==> src/rtl/axistream_pkg.sv <==
// Shared types, default widths and helpers for the AXI-Stream width converters.
package axistream_pkg;

  localparam int DEF_TDATA_IN_WIDTH  = 64;
  localparam int DEF_TDATA_OUT_WIDTH = 16;
  localparam int DEF_TID_WIDTH       = 4;
  localparam int DEF_TDEST_WIDTH     = 4;
  localparam int KEEP_MAX            = 64;

  typedef enum logic {
    ST_EMPTY = 1'b0,
    ST_SEND  = 1'b1
  } state_t;

  // A slice is null when none of its byte lanes is kept.
  function automatic logic slice_is_null(input logic [KEEP_MAX-1:0] keep);
    return ~|keep;
  endfunction

endpackage

==> src/rtl/axistream_slice_sel.sv <==
// Combinational slice selector: finds the first, final and next non-null
// slice of a wide beat from its tkeep bits. An all-null beat maps to slice 0.
module axistream_slice_sel
  import axistream_pkg::*;
#(
  parameter int RATIO       = 4,
  parameter int SLICE_BYTES = 2,
  parameter int IDX_W       = 2
) (
  input  logic [RATIO*SLICE_BYTES-1:0] keep,
  input  logic [IDX_W-1:0]             idx,
  output logic [IDX_W-1:0]             first_idx,
  output logic [IDX_W-1:0]             final_idx,
  output logic [IDX_W-1:0]             next_idx
);

  logic [RATIO-1:0] live;

  always_comb begin
    live      = '0;
    first_idx = '0;
    final_idx = '0;
    next_idx  = idx;
    for (int i = 0; i < RATIO; i++)
      live[i] = ~slice_is_null(KEEP_MAX'(keep[i*SLICE_BYTES +: SLICE_BYTES]));
    for (int i = RATIO - 1; i >= 0; i--)
      if (live[i]) first_idx = IDX_W'(i);
    for (int i = 0; i < RATIO; i++)
      if (live[i]) final_idx = IDX_W'(i);
    for (int i = RATIO - 1; i >= 0; i--)
      if (live[i] && (IDX_W'(i) > idx)) next_idx = IDX_W'(i);
  end

endmodule

==> src/rtl/axistream_downsizer.sv <==
// AXI-Stream downsizer: splits each wide beat into narrow slices, LSB slice first.
// Define AXISTREAM_DOWNSIZER_NULL_SKIP_EN to suppress slices with no kept bytes.
module axistream_downsizer
  import axistream_pkg::*;
#(
  parameter int TDATA_IN_WIDTH  = DEF_TDATA_IN_WIDTH,
  parameter int TDATA_OUT_WIDTH = DEF_TDATA_OUT_WIDTH,
  parameter int TID_WIDTH       = DEF_TID_WIDTH,
  parameter int TDEST_WIDTH     = DEF_TDEST_WIDTH
) (
  input  logic                         aclk,
  input  logic                         aresetn,
  input  logic                         s_tvalid,
  output logic                         s_tready,
  input  logic [TDATA_IN_WIDTH-1:0]    s_tdata,
  input  logic [TDATA_IN_WIDTH/8-1:0]  s_tstrb,
  input  logic [TDATA_IN_WIDTH/8-1:0]  s_tkeep,
  input  logic                         s_tlast,
  input  logic [TID_WIDTH-1:0]         s_tid,
  input  logic [TDEST_WIDTH-1:0]       s_tdest,
  input  logic                         s_twakeup,
  output logic                         m_tvalid,
  input  logic                         m_tready,
  output logic [TDATA_OUT_WIDTH-1:0]   m_tdata,
  output logic [TDATA_OUT_WIDTH/8-1:0] m_tstrb,
  output logic [TDATA_OUT_WIDTH/8-1:0] m_tkeep,
  output logic                         m_tlast,
  output logic [TID_WIDTH-1:0]         m_tid,
  output logic [TDEST_WIDTH-1:0]       m_tdest,
  output logic                         m_twakeup
);

  localparam int RATIO = TDATA_IN_WIDTH / TDATA_OUT_WIDTH;
  localparam int IDX_W = (RATIO > 1) ? $clog2(RATIO) : 1;
  localparam int IB    = TDATA_IN_WIDTH / 8;
  localparam int OB    = TDATA_OUT_WIDTH / 8;

  if ((TDATA_IN_WIDTH % 8 != 0) || (TDATA_OUT_WIDTH % 8 != 0)) begin : g_err_bytes
    $error("axistream_downsizer: tdata widths must be multiples of 8");
  end
  if (TDATA_IN_WIDTH % TDATA_OUT_WIDTH != 0) begin : g_err_div
    $error("axistream_downsizer: TDATA_OUT_WIDTH must divide TDATA_IN_WIDTH");
  end
  if (RATIO < 2) begin : g_err_ratio
    $error("axistream_downsizer: width ratio must be at least 2");
  end

  state_t                     state;
  logic [IDX_W-1:0]           idx;
  logic [TDATA_IN_WIDTH-1:0]  buf_data;
  logic [IB-1:0]              buf_strb;
  logic [IB-1:0]              buf_keep;
  logic                       buf_last;
  logic [TID_WIDTH-1:0]       buf_id;
  logic [TDEST_WIDTH-1:0]     buf_dest;
  logic                       twakeup_r;

  logic [IDX_W-1:0] first_in;
  logic [IDX_W-1:0] final_idx;
  logic [IDX_W-1:0] next_idx;
  logic             last_slice;
  logic             accept;

`ifdef AXISTREAM_DOWNSIZER_NULL_SKIP_EN
  logic [IDX_W-1:0] in_final;
  logic [IDX_W-1:0] in_next;
  logic [IDX_W-1:0] buf_first;

  // The incoming beat needs its first live slice at load time, while the
  // buffered beat drives stepping and end-of-beat detection.
  axistream_slice_sel #(.RATIO(RATIO), .SLICE_BYTES(OB), .IDX_W(IDX_W)) u_sel_in (
    .keep      (s_tkeep),
    .idx       ('0),
    .first_idx (first_in),
    .final_idx (in_final),
    .next_idx  (in_next)
  );

  axistream_slice_sel #(.RATIO(RATIO), .SLICE_BYTES(OB), .IDX_W(IDX_W)) u_sel_buf (
    .keep      (buf_keep),
    .idx       (idx),
    .first_idx (buf_first),
    .final_idx (final_idx),
    .next_idx  (next_idx)
  );
`else
  assign first_in  = '0;
  assign final_idx = IDX_W'(RATIO - 1);
  assign next_idx  = idx + IDX_W'(1);
`endif

  assign last_slice = (idx == final_idx);
  // Combinational m_tready -> s_tready path keeps consecutive beats bubble-free.
  assign s_tready   = (state == ST_EMPTY) || (last_slice && m_tready);
  assign accept     = s_tvalid && s_tready;

  always_ff @(posedge aclk or negedge aresetn) begin
    if (!aresetn) begin
      state     <= ST_EMPTY;
      idx       <= '0;
      buf_data  <= '0;
      buf_strb  <= '0;
      buf_keep  <= '0;
      buf_last  <= 1'b0;
      buf_id    <= '0;
      buf_dest  <= '0;
      twakeup_r <= 1'b0;
    end else begin
      twakeup_r <= s_twakeup || (state == ST_SEND);
      if (accept) begin
        state    <= ST_SEND;
        idx      <= first_in;
        buf_data <= s_tdata;
        buf_strb <= s_tstrb;
        buf_keep <= s_tkeep;
        buf_last <= s_tlast;
        buf_id   <= s_tid;
        buf_dest <= s_tdest;
      end else if (state == ST_SEND && m_tready) begin
        if (last_slice) begin
          state <= ST_EMPTY;
          idx   <= '0;
        end else begin
          idx <= next_idx;
        end
      end
    end
  end

  assign m_tvalid  = (state == ST_SEND);
  assign m_tdata   = buf_data[int'(idx)*TDATA_OUT_WIDTH +: TDATA_OUT_WIDTH];
  assign m_tstrb   = buf_strb[int'(idx)*OB +: OB];
  assign m_tkeep   = buf_keep[int'(idx)*OB +: OB];
  assign m_tlast   = buf_last && last_slice;
  assign m_tid     = buf_id;
  assign m_tdest   = buf_dest;
  assign m_twakeup = twakeup_r;

endmodule
==> config.mk <==
export PLATFORM = sky130hd
export DESIGN_NAME = axistream_downsizer
export DESIGN_NICKNAME = d
export VERILOG_FILES = /design/src/rtl/axistream_pkg.sv /design/src/rtl/axistream_slice_sel.sv /design/src/rtl/axistream_downsizer.sv
export SDC_FILE = /design/constraint.sdc
export NUM_CORES = 1
export LEC_CHECK = 0
export BUFFER_PORTS_ARGS = -buffer_cell sky130_fd_sc_hd__buf_2
export CORE_ASPECT_RATIO = 0.8
export CORE_MARGIN = 3
export CORE_UTILIZATION = 50
export DETAILED_ROUTE_END_ITERATION = 8
export PLACE_DENSITY = 0.77
export RECOVER_POWER = 100
export SYNTH_ARGS = -nofsm -noshare
export SYNTH_HDL_FRONTEND = slang
export SYNTH_SLANG_ARGS = --single-unit
==> constraint.sdc <==
create_clock -name aclk -period 2.03 [get_ports aclk]
set_input_delay 0.406 -clock aclk [delete_from_list [all_inputs] [get_ports aclk]]
set_output_delay 0.406 -clock aclk [all_outputs]
set_load 0.05 [all_outputs]
* Word level (Yosys, flattened, before mapping)
Cells that the tools add are included.
Word-level totals: memory bits (writable) 0, word-level logic and storage cells 30, memories 0, output and inout port bits 32, input bits 94, register bits after elaboration 93, bits in latches 0, ROM bits 0
Cells by class: eq/ne operators 1, add/sub/neg operators 1, magnitude comparators 0, div/mod/pow operators 0, $mul 0, bitwise gates (word level) 1, reductions and logical operators 9, shift operators 3, muxes and demuxes 6
Operators with widths (number):
- $shiftx A64 B7 Y16 | 1
- $shiftx A8 B4 Y2 | 2
- $mux W2 | 3
- $logic_and A1 B1 Y1 | 4
- $reduce_bool A2 Y1 | 2
- $mux W1 | 3
- $add A2 B1 Y2 const B | 1
- $eq A2 B2 Y1 const B | 1
- $logic_or A1 B1 Y1 | 2
- $reduce_and A2 Y1 | 1
- $not A1 Y1 | 1

* Logic depth before layout (Yosys ltp)
word-level depth 6, depth in mapped cells 6, depth with buffers taken out 3

* Least setup slack after synthesis
OpenSTA, ideal clock, no wires.
path kind flip-flop to output port, start register state (netlist: m_tvalid), end output port s_tready, path buffers 2, arrival time 1541 ps, cell stages (with the launch flop) 5, data required time 1624 ps, path slack 83 ps, cell sequence dfrtp_1 > a21boi_0 > buf_2 > buf_2 > inv_1
Between the ends: word-level cells in the longest chain between the ends 2
RTL lines:
- start: declaration | line axistream_downsizer.sv:48 | state_t state;
- start signal: assignment | line axistream_downsizer.sv:99 | state <= ST_EMPTY;
- start signal: assignment | line axistream_downsizer.sv:111 | state <= ST_SEND;
- start signal: assignment | line axistream_downsizer.sv:121 | state <= ST_EMPTY;
- $not A1 Y1 | line axistream_downsizer.sv:94 | assign s_tready = (state == ST_EMPTY) || (last_slice && m_tready);
- $logic_or A1 B1 Y1 | line axistream_downsizer.sv:94
- end: declaration | line axistream_downsizer.sv:14 | output logic s_tready,
No other way between the ends.

* Final worst setup path
start register idx[0], end output port m_tdata[4]
Between the ends: word-level cells in the longest chain between the ends 1
RTL lines:
- start: declaration | line axistream_downsizer.sv:49 | logic [IDX_W-1:0] idx;
- start signal: assignment | line axistream_downsizer.sv:112 | idx <= first_in;
- start signal: assignment | line axistream_downsizer.sv:124 | idx <= next_idx;
- $shiftx A64 B7 Y16 | line axistream_downsizer.sv:131 | assign m_tdata = buf_data[int'(idx)*TDATA_OUT_WIDTH +: TDATA_OUT_WIDTH];
- end: declaration | line axistream_downsizer.sv:24 | output logic [TDATA_OUT_WIDTH-1:0] m_tdata,
No other way between the ends.

==> results <==
- The flow ran to the end, but the final reports show violations.
- The checks that failed: negative setup slack.
- Clock tree synthesis inserted a total of 9 buffers.
- The largest single stage delay on the critical path is ~0.54 ns.
- For the finished layout, the period the worst path requires is 2.08 ns.
- Setup repair after global routing could not meet its margin everywhere.
- The library cells used most frequently in the layout, excluding fill and tap cells, are buf_2, dfrtp_1, nand2_1, inv_1, o32ai_1.
- In this run the tightest slew margin relative to its limit is between 10% and 20%.
- The layout cell share with drive strength beyond 1 is roughly 34%.
- The number of buffers added to fix hold violations after cts is 0.
- The first TritonRoute pass finished after 5 iterations.
- The maximum number of pins on one net before global-route repair is 94.
- The worst hold path was traced through 2 stages.
- The critical path arrival is 1.67 ns.
- In this run, the combinational gates consume 53.8% of the power.
- The fraction of power spent switching nets is 41.9%.
- The cell internal power dissipation is between 6000 and 7000 uW.
- The filler-free cell count of the finished design is around 660.
- The number of antenna violations at the first check in global routing is 2.
- Leaving out fill and tap cells, the most frequent cell in the layout is buf_2.
- Of all nets on the critical path, the largest fanout is 7.
- The hold violation count in the final report is 0.
- The portion of the clock cycle consumed by the worst path in the final layout is 102%.
- After floorplanning, the core was sized to cover a little under 0.009 mm^2.
- For this block, wires on met1 add up to 5440 um.
- The slew at the pin closest to its max-slew limit is 1.25 ns.
- Adding up every negative setup slack in the final design gives -0.552 ns.
- Counting distinct cell types in the post-synthesis netlist gives 20.
- The worst min-delay path class is primary input to flip-flop.
- The CTS tree is built.
- The CTS clock-pin slew for the worst setup and hold paths is approximately 0.06 ns.
- For this design the total switching power over the nets is approximately 4500 uW.
- The area growth from synthesis to layout is 26.4%.
- The final core utilization is between 60% and 70%.
- The maximum root-to-sink buffer count is 2.
- The count of buffer and inverter cells on the critical path is 2.
- Traced cell by cell, the critical path runs through buf_12 -> mux4_2 -> buf_6.
- After synthesis, flip-flops and latches occupy 50.3% of the total area.
- The worst hold slack is ~0.26 ns.
- Clock skew on the completed layout was measured at approximately 0.0055 ns.
- Across every metal layer, demand over resource in global routing totals about a quarter.
- The later pin in the worst-skew pair is clocked with a latency of around 0.34 ns.
- The die height is about 92 um.
- The floorplan die width is 114 um.
- The cell area that synthesis handed to floorplanning was between 0.004 and 0.005 mm^2.
- After detailed routing, the met2 layer carries between 5000 and 6000 um of wire.
- In this run the number of H-tree levels came out at 3.
- The count of state elements after synthesis is 93.
- The number of logic stages on the critical path including buffering is 3.
- The largest voltage drop on the vdd net is between 0.0015 and 0.002 V.
- The cell row count is 30.
- The startpoint kind of the worst setup timing path is a flip-flop.
- The detailed-route via count is roughly 3.8k.
- The final number of max-transition violations is 0.
- The top-level port count is around 130.
- The kind of critical path is flip-flop to output pin.
- The repair_antennas step left the layout with diodes totalling 0.
- The setup violation total in the final timing report is 20.
- The number of placed instances, taps included is 645.
- The library cell contributing the largest single delay on the critical path is mux4_2.
- The first global-routing pass estimated 19,200 um of wire.
- The kind of end point of the critical path is an output pin.
- Timing would allow up to approximately 0.48 GHz.
- After synthesis, the mean cell area works out to 10.5 um^2.
- For this design the ratio of total power to cell area is ~1800 mW/mm^2.
- The highest metal layer with signal wires is met5.
- The via count of the first global-routing pass is ~3.6k.
- In this run the static leakage power is approximately 0.0028 uW.
- The synthesized instance count is around 440.
- The data required time at the worst endpoint is about 1.6 ns.
- The final global-route overflow total is 0.
- The xor and xnor area share after synthesis is 0%.
- Counting cells, the worst reg-to-reg path comes to 5.
- The clock network is responsible for around 16% of the overall power.
- Routability-driven placement finished with a final weighted congestion of roughly 0.78.
- The adder and majority gate portion of the synthesized area is less than 1%.
- The total length of routed wires is between 10,000 and 15,000 um.
- The total DRC errors in the routed layout is 0.
- The routed wirelength normalized by instance count is between 15 and 20 um.
- The largest family of logic cells by synthesized area is compound AO/OA/AOI/OAI gates.
- Using the TritonRoute via totals, the vias-per-cell ratio works out to 5.74.
- The filler cell count is about 700.
- The compound-cell area share of the yosys netlist is 19.0%.
- The clock drives 93 sinks.
- The overall die area is 0.0105 mm^2.
- The worst setup slack after layout is -0.0467 ns.
- Synthesis produced a netlist with a net count of around 530.
- The area fraction in and, or, nand and nor cells after synthesis is between 8 and 9%.
- The Yosys step of the flow raised 0 warnings.
- The remaining number of nets flagged by the antenna check after routing is 0.
- Registers are responsible for about 30% of the overall power.
- The number of buffers inserted by port buffering is about 130.
- The number of DRC markers in iteration 0 is between 300 and 400.
- The placement-stage worst setup slack is just under 0.2 ns.
- The critical path's top delay family is multiplexers.
- Detailed routing placed a total of between 900 and 1000 um of wire on met3.
- For this configuration, the core starts out at a cell density of 52.9%.
- The root buffer cell is clkbuf_16.
- The final layout contains 641 nets.
- The half-perimeter wire length of the detailed placement result is 7850 um.
- Across the run, the number of max-cap violations was 0.
- After synthesis, the share of cell area in mux cells is ~9.7%.
## metal layers
layer	global-route usage, %	vias to the layer above
met1	35.2	1865
met3	6.60	21
li1	-	1755
met5	0	-
met2	33.7	162
met4	6.41	4
## state kept, by name, indices dropped and copies added, names as in the netlist
signal / count
buf_data: 64
buf_keep: 8
buf_last: 1
buf_strb: 8
idx: 2
m_tdest: 4
m_tid: 4
m_tvalid: 1
m_twakeup: 1
## cells by family (layout without fill, tap and decap cells)
kind of cell,count (synthesis),after routing
compound gates,92,92
fa+ha+maj,1,1
buf+inv,134,246
flops,93,93
mux,20,20
simple gates,99,99
## cells in the mapped netlist
cell type | count | area share (%)
mux4_2 | 20 | 9.7
nand2_1 | 91 | 7.4
a32o_1 | 1 | 0.22
or2_2 | 2 | 0.27
nor2b_1 | 1 | 0.14
nand2b_1 | 1 | 0.14
and2_1 | 1 | 0.14
clkbuf_1 | 17 | 1.4
buf_6 | 3 | 0.73
nor4bb_1 | 1 | 0.22
inv_1 | 90 | 7.3
buf_2 | 21 | 2.3
and3_1 | 2 | 0.27
a21boi_0 | 1 | 0.16
o32ai_1 | 79 | 15
buf_4 | 3 | 0.49
ha_1 | 1 | 0.27
a31o_2 | 1 | 0.19
o32ai_2 | 10 | 3.5
dfrtp_1 | 93 | 50
## worst paths after layout
kind | startpoint | to | slack, ns
max | idx[0] | m_tdata[4] | -0.05
min | s_twakeup | m_twakeup | 0.26
max reg2reg | idx[0] | buf_data[44] | 0.29
min reg2reg | buf_data[61] | buf_data[61] | 0.54
max in group asynchronous | aresetn | idx[0] | 0.71
min in group asynchronous | aresetn | buf_data[7] | 0.47
## layout make-up
type	instances	area, um^2	area share (%)
clock buffer	11	243	4.15
inverter	90	338	5.77
tap	112	140	2.39
sequential	93	2330	39.8
timing repair buffer	140	968	16.5
multi-input combinational	212	1780	30.3
clock inverter	5	60.1	1.03
## stage by stage
| stage | power (uW) | cell area, um^2 |
|---|---|---|
| 2_1_floorplan | 7260 | 4630 |
| 3_3_place_gp | 8330 | 5380 |
| 3_5_place_dp | 8480 | 5380 |
| 4_1_cts | 10800 | 5830 |
| 5_1_grt | 11400 | 5850 |
| 6_report | 10800 | 5850 |
## power groups by stage
stage,Combinational (uW),Sequential (uW),Clock [uW]
after global placement,5080,3250,0
after global routing,6170,3410,1790
after floorplan,3850,3420,0
after CTS,5790,3290,1720
final,5810,3310,1680
after detailed placement,5170,3320,0
## timing repair
item | 4_1_cts | 5_1_grt
endpoints found under the setup margin | 22 | 22
buffers inserted | 1 | 0
resized for setup | 45 | 3
pin swaps | 0 | 0
gates cloned | 0 | 1
(Power assumes the default switching activity.)
